==> src/rtl/rom_load_pkg.sv <==
// Shared types and default sizes for the ROM download controller.
package rom_load_pkg;

  typedef enum logic [2:0] {
    IDLE  = 3'd0,
    LOAD  = 3'd1,
    DRAIN = 3'd2,
    HOLD  = 3'd3,
    RUN   = 3'd4
  } state_e;

  typedef enum logic {
    REG_PROG = 1'b0,
    REG_VEC  = 1'b1
  } region_e;

  typedef struct packed {
    logic [12:0] addr;
    logic [7:0]  data;
    region_e     region;
  } fifo_ent_t;

  localparam int DEF_PROG_BYTES  = 6144;
  localparam int DEF_VEC_BYTES   = 2048;
  localparam int DEF_HOLD_CYCLES = 256;
  localparam int DEF_FIFO_DEPTH  = 4;

  function automatic logic [1:0] region_sel(input region_e r);
    return (r == REG_VEC) ? 2'b10 : 2'b01;
  endfunction

endpackage

==> src/rtl/rom_load_fifo.sv <==
// Synchronous FIFO, combinational head read; a push into a full FIFO is taken
// only when a pop frees the slot in the same cycle, otherwise it is dropped.
module rom_load_fifo #(
  parameter int WIDTH = 22,
  parameter int DEPTH = 4
) (
  input  logic             clk,
  input  logic             rst_n,
  input  logic             push,
  input  logic [WIDTH-1:0] wdata,
  input  logic             pop,
  output logic [WIDTH-1:0] rdata,
  output logic             full,
  output logic             empty
);

  localparam int AW = (DEPTH > 1) ? $clog2(DEPTH) : 1;
  localparam logic [AW:0] FULL_CNT = (AW+1)'(DEPTH);

  logic [WIDTH-1:0] mem [DEPTH];
  logic [AW-1:0]    wr_ptr;
  logic [AW-1:0]    rd_ptr;
  logic [AW:0]      count;
  logic             do_push;
  logic             do_pop;

  assign empty   = (count == '0);
  assign full    = (count == FULL_CNT);
  assign do_pop  = pop && !empty;
  assign do_push = push && (!full || do_pop);
  assign rdata   = mem[rd_ptr];

  always_ff @(posedge clk or negedge rst_n) begin
    if (!rst_n) begin
      wr_ptr <= '0;
      rd_ptr <= '0;
      count  <= '0;
    end else begin
      if (do_push) wr_ptr <= wr_ptr + 1'b1;
      if (do_pop)  rd_ptr <= rd_ptr + 1'b1;
      case ({do_push, do_pop})
        2'b10:   count <= count + 1'b1;
        2'b01:   count <= count - 1'b1;
        default: ;
      endcase
    end
  end

  always_ff @(posedge clk) begin
    if (do_push) mem[wr_ptr] <= wdata;
  end

endmodule

==> src/rtl/rom_load_ctrl.sv <==
// Streams ioctl download bytes into program/vector ROM through a small FIFO, sharing the ROM port
// with CPU reads (writes win; byte-to-rom_we 2 clocks, read ack 2 clocks); holds the game in reset until loaded.
module rom_load_ctrl
  import rom_load_pkg::*;
#(
  parameter int PROG_BYTES  = DEF_PROG_BYTES,
  parameter int VEC_BYTES   = DEF_VEC_BYTES,
  parameter int HOLD_CYCLES = DEF_HOLD_CYCLES,
  parameter int FIFO_DEPTH  = DEF_FIFO_DEPTH
) (
  input  logic        clk_25,
  input  logic        RESET_L,
  input  logic        dn_download,
  input  logic        dn_wr,
  input  logic [15:0] dn_addr,
  input  logic [7:0]  dn_data,
  input  logic        cpu_rd,
  input  logic [12:0] cpu_addr,
  input  logic        test_stall,
  output logic        cpu_ack,
  output logic [12:0] rom_addr,
  output logic [7:0]  rom_din,
  output logic        rom_we,
  output logic [1:0]  rom_sel,
  output logic        game_reset_l,
  output logic        load_done,
  output logic        load_err
);

  state_e      state;
  logic        dl_q;
  logic        dl_rise;
  logic [13:0] cnt;
  logic        ovf;
  logic [15:0] hold_cnt;
  logic        ack_pend;
  logic        in_prog;
  logic        in_vec;
  logic        accept;
  logic        fifo_pop;
  logic        fifo_full;
  logic        fifo_empty;
  fifo_ent_t   push_ent;
  fifo_ent_t   head;

  assign dl_rise  = dn_download && !dl_q;
  assign in_prog  = (dn_addr < 16'(PROG_BYTES));
  assign in_vec   = !in_prog && (dn_addr < 16'(PROG_BYTES + VEC_BYTES));
  assign accept   = (state == LOAD) && dn_wr && (in_prog || in_vec);
  // test_stall freezes the pop side so overflow can be provoked; tie low in the system.
  assign fifo_pop = !fifo_empty && !test_stall;

  always_comb begin
    push_ent        = '0;
    push_ent.addr   = dn_addr[12:0];
    push_ent.data   = dn_data;
    push_ent.region = in_prog ? REG_PROG : REG_VEC;
  end

  rom_load_fifo #(
    .WIDTH($bits(fifo_ent_t)),
    .DEPTH(FIFO_DEPTH)
  ) u_fifo (
    .clk   (clk_25),
    .rst_n (RESET_L),
    .push  (accept),
    .wdata (push_ent),
    .pop   (fifo_pop),
    .rdata (head),
    .full  (fifo_full),
    .empty (fifo_empty)
  );

  always_ff @(posedge clk_25 or negedge RESET_L) begin
    if (!RESET_L) begin
      state        <= IDLE;
      dl_q         <= 1'b0;
      cnt          <= '0;
      ovf          <= 1'b0;
      hold_cnt     <= '0;
      game_reset_l <= 1'b0;
      load_done    <= 1'b0;
      load_err     <= 1'b0;
    end else begin
      dl_q <= dn_download;
      if (accept) begin
        if (fifo_full && !fifo_pop) ovf <= 1'b1;
        if (cnt != '1) cnt <= cnt + 14'd1;
      end
      if (dl_rise && (state inside {IDLE, HOLD, RUN})) begin
        state        <= LOAD;
        cnt          <= '0;
        ovf          <= 1'b0;
        load_done    <= 1'b0;
        load_err     <= 1'b0;
        game_reset_l <= 1'b0;
      end else begin
        case (state)
          LOAD:  if (!dn_download) state <= DRAIN;
          DRAIN: if (fifo_empty) begin
            state    <= HOLD;
            hold_cnt <= '0;
          end
          HOLD: begin
            if (hold_cnt == 16'(HOLD_CYCLES - 1)) begin
              if ((cnt == 14'(PROG_BYTES + VEC_BYTES)) && !ovf) begin
                state        <= RUN;
                load_done    <= 1'b1;
                game_reset_l <= 1'b1;
              end else begin
                state    <= IDLE;
                load_err <= 1'b1;
              end
            end else begin
              hold_cnt <= hold_cnt + 16'd1;
            end
          end
          default: ;
        endcase
      end
    end
  end

  // ack_pend blocks re-granting the same request while its ack is still in flight.
  always_ff @(posedge clk_25 or negedge RESET_L) begin
    if (!RESET_L) begin
      rom_we   <= 1'b0;
      rom_sel  <= 2'b00;
      rom_addr <= '0;
      rom_din  <= '0;
      cpu_ack  <= 1'b0;
      ack_pend <= 1'b0;
    end else begin
      cpu_ack  <= ack_pend;
      ack_pend <= 1'b0;
      if (fifo_pop) begin
        rom_we   <= 1'b1;
        rom_sel  <= region_sel(head.region);
        rom_addr <= head.addr;
        rom_din  <= head.data;
      end else if (cpu_rd && !ack_pend) begin
        rom_we   <= 1'b0;
        rom_sel  <= 2'b00;
        rom_addr <= cpu_addr;
        ack_pend <= 1'b1;
      end else begin
        rom_we  <= 1'b0;
        rom_sel <= 2'b00;
      end
    end
  end

endmodule

==> config.mk <==
export PLATFORM = sky130hd
export DESIGN_NAME = rom_load_ctrl
export DESIGN_NICKNAME = d
export VERILOG_FILES = /design/src/rtl/rom_load_pkg.sv /design/src/rtl/rom_load_fifo.sv /design/src/rtl/rom_load_ctrl.sv
export SDC_FILE = /design/constraint.sdc
export NUM_CORES = 1
export LEC_CHECK = 0
export ABC_CLOCK_PERIOD_IN_PS = 7900
export CAP_MARGIN = 20
export CORE_MARGIN = 2
export CORE_UTILIZATION = 40
export CTS_BUF_LIST = sky130_fd_sc_hd__clkbuf_2
export DETAILED_ROUTE_END_ITERATION = 10
export GPL_TIMING_DRIVEN = 0
export PLACE_DENSITY_LB_ADDON = 0.1
export SYNTH_ARGS = -nofsm -noshare
export SYNTH_HDL_FRONTEND = slang
export SYNTH_HIERARCHICAL = 1
export SYNTH_SLANG_ARGS = --single-unit
==> constraint.sdc <==
create_clock -name clk_25 -period 7.9 [get_ports clk_25]
set_input_delay 1.58 -clock clk_25 [delete_from_list [all_inputs] [get_ports clk_25]]
set_output_delay 1.58 -clock clk_25 [all_outputs]
set_load 0.1 [all_outputs]
* Yosys cells after proc, flatten, opt, wreduce, memory -nomap -nowiden *
Memory sizes are Yosys's and may differ from the RTL's.
Cells that the tools add are included.
W data, S select, Z words.

storage, ports and cells
  flip-flop bits (word level) = 70
  bits in writable memories = 88
  output and inout port bits = 28
  word-level logic and storage cells = 116
  memories = 1

operators by class
  $add $sub $neg = 6
  magnitude comparators = 2
  equality and inequality tests = 16
  muxes and demuxes = 34
  bitwise gates (word level) = 1
  reductions and logical operators = 40

memory list
  memory      words  bits a word  read ports  clocked after Yosys merged registers in  wr ports  line                 source
  u_fifo.mem  4      22           1           0                                        1         rom_load_fifo.sv:20  logic [WIDTH-1:0] mem [DEPTH];

operators by type and width
  kind                     number
  $mux W14                 3
  $mux W16                 2
  $pmux W16 S2             1
  $mux W13                 2
  $reduce_bool A2 Y1       9
  $mux W1                  17
  $add A16 B1 Y16 const B  1
  $eq A16 B8 Y1 const B    1
  $lt A16 B13 Y1 const B   1
  $lt A16 B14 Y1 const B   1
  $mux W3                  5
  $add A14 B1 Y14 const B  1
  $eq A14 B14 Y1 const B   1
  $ne A14 B14 Y1 const B   1
  $logic_and A1 B1 Y1      11
  $pmux W3 S3              1
  $logic_not A1 Y1         8
  $reduce_and A4 Y1        2
  $eq A3 B2 Y1 const B     2
  $eq A3 B3 Y1 const B     2
  $logic_not A3 Y1         2
  $ne A3 B2 Y1 const B     2
  $pmux W3 S2              1
  $reduce_and A3 Y1        2
  15 further kinds         20

* Longest topological paths before layout *
  depth in word-level cells = 8
  depth in mapped cells = 12

* Cells and area by module *
The synthesis kept the hierarchy.

modules (own cells, without submodules)
  module         instances  cells an instance  area an instance (um^2)  seq. area each (um^2)
  rom_load_fifo  1          169                3688.5                   2817.7
  rom_load_ctrl  1          314                3151.8                   1576.5

* Worst setup path after synthesis *
No wires, ideal clock.

  path kind = input -> register
  start point = input port dn_addr[15]
  end point = register u_fifo.count[1]
  setup time = 87 ps
  arrival time = 3579 ps
  required time = 7813 ps
  path slack = 4234 ps
  cell stages on the path = 11
  path buffers = 2
  path through = nor3_1 nand2_1 buf_2 inv_1 buf_2 nor2b_1 nand2_1 fa_1 o21ba_2 o211ai_1 a22oi_1

on the way
  cells in the longest elaborated chain, start to end = 8
  elaborated cells between the ends (all ways) = 11

RTL lines
  element                                            line                 source
  from (decl)                                        rom_load_ctrl.sv:15  input logic [15:0] dn_addr,
  $lt A16 B13 Y1                                     rom_load_ctrl.sv:47  assign in_prog = (dn_addr < 16'(PROG_BYTES));
  $logic_not A1 Y1                                   rom_load_ctrl.sv:48  assign in_vec = !in_prog && (dn_addr < 16'(PROG_BYTES + VEC_BYTES));
  $logic_and A1 B1 Y1                                rom_load_ctrl.sv:48
  $logic_or A1 B1 Y1 *                               rom_load_ctrl.sv:49  assign accept = (state == LOAD) && dn_wr && (in_prog || in_vec);
  $logic_and A1 B1 Y1 *                              rom_load_ctrl.sv:49
  via accept                                         rom_load_ctrl.sv:39  logic accept;
  $logic_and A1 B1 Y1 *                              rom_load_fifo.sv:30  assign do_push = push && (!full || do_pop);
  $eq A2 B1 Y1 or $eq A2 B2 Y1 (tied branches)       rom_load_fifo.sv:41  case ({do_push, do_pop})
  $pmux W3 S2 or $reduce_bool A2 Y1 (tied branches)  n/a
  to (signal assigned)                               rom_load_fifo.sv:42  2'b10: count <= count + 1'b1;
  to (signal assigned)                               rom_load_fifo.sv:43  2'b01: count <= count - 1'b1;
  to (decl)                                          rom_load_fifo.sv:23  logic [AW:0] count;

Mark *: on every way through the listed nets, which the timed path passes. The rest lies on a longest branch.
A chain may end at the register's enable or synchronous reset.

* Final worst setup path *
Ends and elaborated chain as after synthesis.

==> results.md <==
Outcome:
- The run finished with clean final reports.

Yosys:
- The top flip-flop cell by instance count after synthesis is sky130_fd_sc_hd__edfxtp_1.
- The cell count after synthesis is slightly below 500.
- The share of synthesized area in the top cell type comes to 0.386.
- The flip-flop and latch count after synthesis is ~160.
- The sequential element share of the synthesized area is 0.642.
- The distinct cell type count of the synthesized netlist is 58.
- The total of warnings raised by yosys is 6.
- The net count after synthesis is about 530.
- The number of enable-type register cells in the synthesized netlist is about 90.
- Yosys attributes the largest share of cell area to sky130_fd_sc_hd__edfxtp_1 39%, sky130_fd_sc_hd__dfrtp_1 26%, sky130_fd_sc_hd__mux4_2 7.2%, sky130_fd_sc_hd__mux2i_1 2.6%, sky130_fd_sc_hd__a21oi_1 2.6%.
- The biggest area contributor in the post-synthesis netlist is sky130_fd_sc_hd__edfxtp_1.
- The summed instance area of the synthesized netlist is between 6000 and 7000 um^2.
- The proportion of synthesized flip-flops having asynchronous set or reset is 0.443.
- The post-synthesis area per instance is 14.2 um^2.

Route:
- In the final routed layout, each cell accounts on average for about 18 um.
- The via count of the routed design is roughly 4400.
- The violation count after the first detailed-route iteration is between 200 and 300.
- Before antenna repair, the detailed router went through 5 iterations.
- For this run, design rule violations remaining after detail routing come to 0.
- Using the TritonRoute via totals, the vias-per-cell ratio works out to 5.43.
- After detailed routing, the total wire length is about 14 mm.
- The number of nets with antenna violations after detailed routing is 0.

Worst setup path:
- The critical path starts at dn_addr[15].
- The endpoint type of the worst setup path is a flop.
- The slowest stage of the critical path is the sky130_fd_sc_hd__nor3_1 cell.
- The classification of the worst setup path is primary input to flop.
- The critical path data required time is about 8.6 ns.
- The depth of the worst register-to-register path is 12.
- The total buffers and inverters traversed by the critical path is 4.
- The worst endpoint data arrival time is between 4 and 5 ns.
- Walking the worst path, the cells encountered are clkdlybuf4s50_1, nor3_1, nand2_1, buf_2, inv_1, buf_2, nor2b_1, nand2_1, fa_1, o21ba_2, o211ai_1, a22oi_1.
- The endpoint identified for the worst register-to-register timing path is u_fifo/count[1].
- The launching element type of the critical path is a primary input.
- Of all nets on the critical path, the largest fanout is 10.
- The worst setup slack for register-to-register paths is 4.75 ns.
- The peak per-stage delay on the critical path is around 0.54 ns.
- Broken down by cell family, the worst path's largest delay share belongs to simple AND/OR/NAND/NOR gates.
- The launch point of the worst reg-to-reg path is u_fifo/count[2].

Timing:
- Static timing analysis puts the maximum clock frequency at 253 MHz.
- The worst relative slew slack is 0.324.
- The minimum clock period after layout is between 3 and 4 ns.
- At the pin with the least slew margin, the transition time is 1.00 ns.
- The number of endpoints with negative hold slack in the final report was 0.
- The total negative slack is 0 ns.
- The setup skew after layout is approximately 0.028 ns.
- Dividing the final minimum period by the clock period gives 0.500.
- Setup repair after global routing left no endpoint under its margin.
- The minimum hold slack is roughly 0.45 ns.
- Setup violations remaining at the end of the flow were counted as 0.
- In the post-route analysis, the smallest setup slack over all paths is 3.95 ns.
- The number of max-slew violations in the final report was 0.

Final layout:
- After routing the design area is 8090 um^2.
- The layout net count is 624.
- The total of fill cells in the finished design is 1474.
- The synthesis-to-finish area growth is 18.3%.
- The utilization after layout is 0.486.
- The commonest non-fill, non-tap cell in the layout is sky130_fd_sc_hd__edfxtp_1.
- Of the cells placed in the final design, the portion with a size suffix greater than 1 is 0.154.
- In the layout the commonest cells are 88 x sky130_fd_sc_hd__edfxtp_1, 70 x sky130_fd_sc_hd__dfrtp_1, 69 x sky130_fd_sc_hd__clkdlybuf4s50_1.

CTS:
- Once the clock tree was built, the resizer swapped 0 gates to a different size.
- The count of hold buffers inserted by post-cts repair is 0.
- The maximum clock path buffer count is 2.
- The CTS tree is done.
- Buffers inserted during clock tree synthesis total 17.
- The library cell used as clock root buffer is sky130_fd_sc_hd__clkbuf_2.
- The number of buffers added for setup after CTS is 0.
- Clock-pin slew was measured on the worst setup and hold paths at 0.25 ns.
- The clock sink count is around 160.
- In this run the number of H-tree levels came out at 4.
- The clock latency at the later pin of the worst-skew pair is between 0.7 and 0.8 ns.

Global routing:
- Entering global routing, the biggest net connects 37 pins.
- The number of antenna violations at the first check in global routing is 1.
- The peak-usage layer in the global routing report is met2.
- The via count of the first global-routing pass was roughly 4500.
- The global-route wire length before repair is 23.4 mm.
- For this run the aggregate overflow at the end of global routing stands at 0.
- The met2 usage is 0.285.
- In the global route stage, met3 resource usage came out at 0.0465.
- The overall routing resource usage is 0.169.
- For this run, global-route usage on met1 was measured as 0.221.

Die:
- The die covers around 18000 um^2.
- After floorplanning, the core was sized to cover between 15000 and 20000 um^2.
- The number of top-level design ports is 71.
- From bottom edge to top edge, the die measures ~130 um.
- The effective utilization at floorplan is 0.411.
- The floorplan row count is 47.
- The die extent in x is 135 um.

Hold path:
- The worst hold path belongs to the class flop to flop.
- The count of cells along the worst hold path is 0.
- The worst-case hold path end point is cpu_ack.
- The worst hold path begins at ack_pend.

Placement:
- Input and output buffers added on the ports amount to 70.
- In this run the cell area measured after placement is about 8000 um^2.
- The pre-CTS worst setup slack is 3.16 ns.
- The placed wire-length estimate after detailed placement is ~9.4 mm.
- The congestion estimate from routability-driven global placement came to approximately 0.79.

Pwr:
- The analysis attributes to cell leakage a power of around 3 nW.
- For this design the ratio of total power to cell area is about 330 nW/um^2.
- The largest voltage drop on the vdd net is 0.272 mV.

Job:
- Max-cap violations in this run came to 0.
==> sequential cells by signal, summed over array words and instances, names as in the netlist <==
| name | flops |
|---|---|
| cnt | 14 |
| rom_din | 8 |
| rom_sel | 2 |
| state | 3 |
| hold_cnt | 16 |
| cpu_ack | 1 |
| u_fifo/mem | 88 |
| load_err | 1 |
| u_fifo/wr_ptr | 2 |
| u_fifo/rd_ptr | 2 |
| rom_we | 1 |
| ack_pend | 1 |
| load_done | 1 |
| dl_q | 1 |
| rom_addr | 13 |
| ovf | 1 |
| u_fifo/count | 3 |
==> per-layer routing <==
metal  vias to the layer above  part of all wire  wire length [um]
li1                       2062                 -                 -
met1                      2217              0.45              6390
met4                         0            0.0068                97
met5                         -                 0                 0
met2                        96              0.50              7120
met3                         6             0.049               706
==> logic make-up (layout without fill, tap and decap cells) <==
| group | count (synthesis) | in the layout | synth area share |
|---|---|---|---|
| muxes | 49 | 49 | 0.114 |
| xor gates and xnor gates | 5 | 5 | 0.00640 |
| buffers and inverters | 35 | 138 | 0.0225 |
| AOI/OAI and AO/OA | 79 | 79 | 0.0723 |
| adders and majority gates | 8 | 8 | 0.0157 |
| and+or+nand+nor | 149 | 149 | 0.127 |
| other | 0 | 1 | 0 |
| DFF | 158 | 158 | 0.642 |
==> worst max path at each step <==
| stage | to | slack (ns) | depth (start not counted) |
|---|---|---|---|
| CTS | load_done | 3.88 | 2 |
| finish | u_fifo/count[1] | 3.95 | 12 |
| floorplan | u_fifo/count[1] | 4.23 | 11 |
| global route | load_done | 3.81 | 2 |
| global placement | rom_din[1] | 2.41 | 1 |
| detailed placement | u_fifo/mem[1][13] | 3.16 | 8 |
==> power by group <==
part / switching, mW / total (mW) / internal [mW]
logic: 0.764 / 1.13 / 0.366
clock network: 0.330 / 0.464 / 0.134
registers: 0.0738 / 1.04 / 0.968
==> worst reg2reg max path, cell delays in order, from the launching register on <==
cell                       delay, ns
sky130_fd_sc_hd__dfrtp_1        0.51
sky130_fd_sc_hd__or3_2          0.53
sky130_fd_sc_hd__inv_1          0.10
sky130_fd_sc_hd__or2_2          0.10
sky130_fd_sc_hd__clkbuf_1       0.23
sky130_fd_sc_hd__inv_2          0.14
sky130_fd_sc_hd__buf_2          0.27
sky130_fd_sc_hd__nor2b_1        0.21
sky130_fd_sc_hd__nand2_1        0.09
sky130_fd_sc_hd__fa_1           0.42
sky130_fd_sc_hd__o21ba_2        0.25
sky130_fd_sc_hd__o211ai_1       0.07
sky130_fd_sc_hd__a22oi_1        0.17
==> metrics by stage <==
| step | cells | power (mW) |
|---|---|---|
| 2_1_floorplan | 483 | 1.90 |
| 3_3_place_gp | 773 | 2.19 |
| 3_5_place_dp | 774 | 2.20 |
| 4_1_cts | 806 | 2.67 |
| 5_1_grt | 807 | 2.78 |
| 6_report | 807 | 2.64 |
==> Yosys cell counts (9+ instances only) <==
master	instances
sky130_fd_sc_hd__nor2_1	27
sky130_fd_sc_hd__or4_1	15
sky130_fd_sc_hd__nand4_1	12
sky130_fd_sc_hd__nand2_1	25
sky130_fd_sc_hd__dfrtp_1	70
sky130_fd_sc_hd__o21ai_0	12
sky130_fd_sc_hd__o31ai_1	15
sky130_fd_sc_hd__nand3_1	14
sky130_fd_sc_hd__mux2i_1	18
sky130_fd_sc_hd__clkbuf_1	9
sky130_fd_sc_hd__edfxtp_1	88
sky130_fd_sc_hd__buf_2	9
sky130_fd_sc_hd__a21oi_1	35
sky130_fd_sc_hd__mux4_2	22
sky130_fd_sc_hd__inv_1	14
==> layout make-up <==
| cell class | count | area (um^2) | area share |
|---|---|---|---|
| diodes | 1 | 2.50 | 0.000309 |
| plain buffers | 20 | 97.6 | 0.0121 |
| clock buffers | 17 | 85.1 | 0.0105 |
| clock inverters | 15 | 171 | 0.0212 |
| inverters | 15 | 56.3 | 0.00696 |
| multi-input cells | 290 | 2290 | 0.283 |
| flip-flops and latches | 158 | 4390 | 0.543 |
| well taps | 220 | 275 | 0.0340 |
| repair buffers | 71 | 718 | 0.0887 |
No activity file was read; power rests on OpenSTA's default activity.
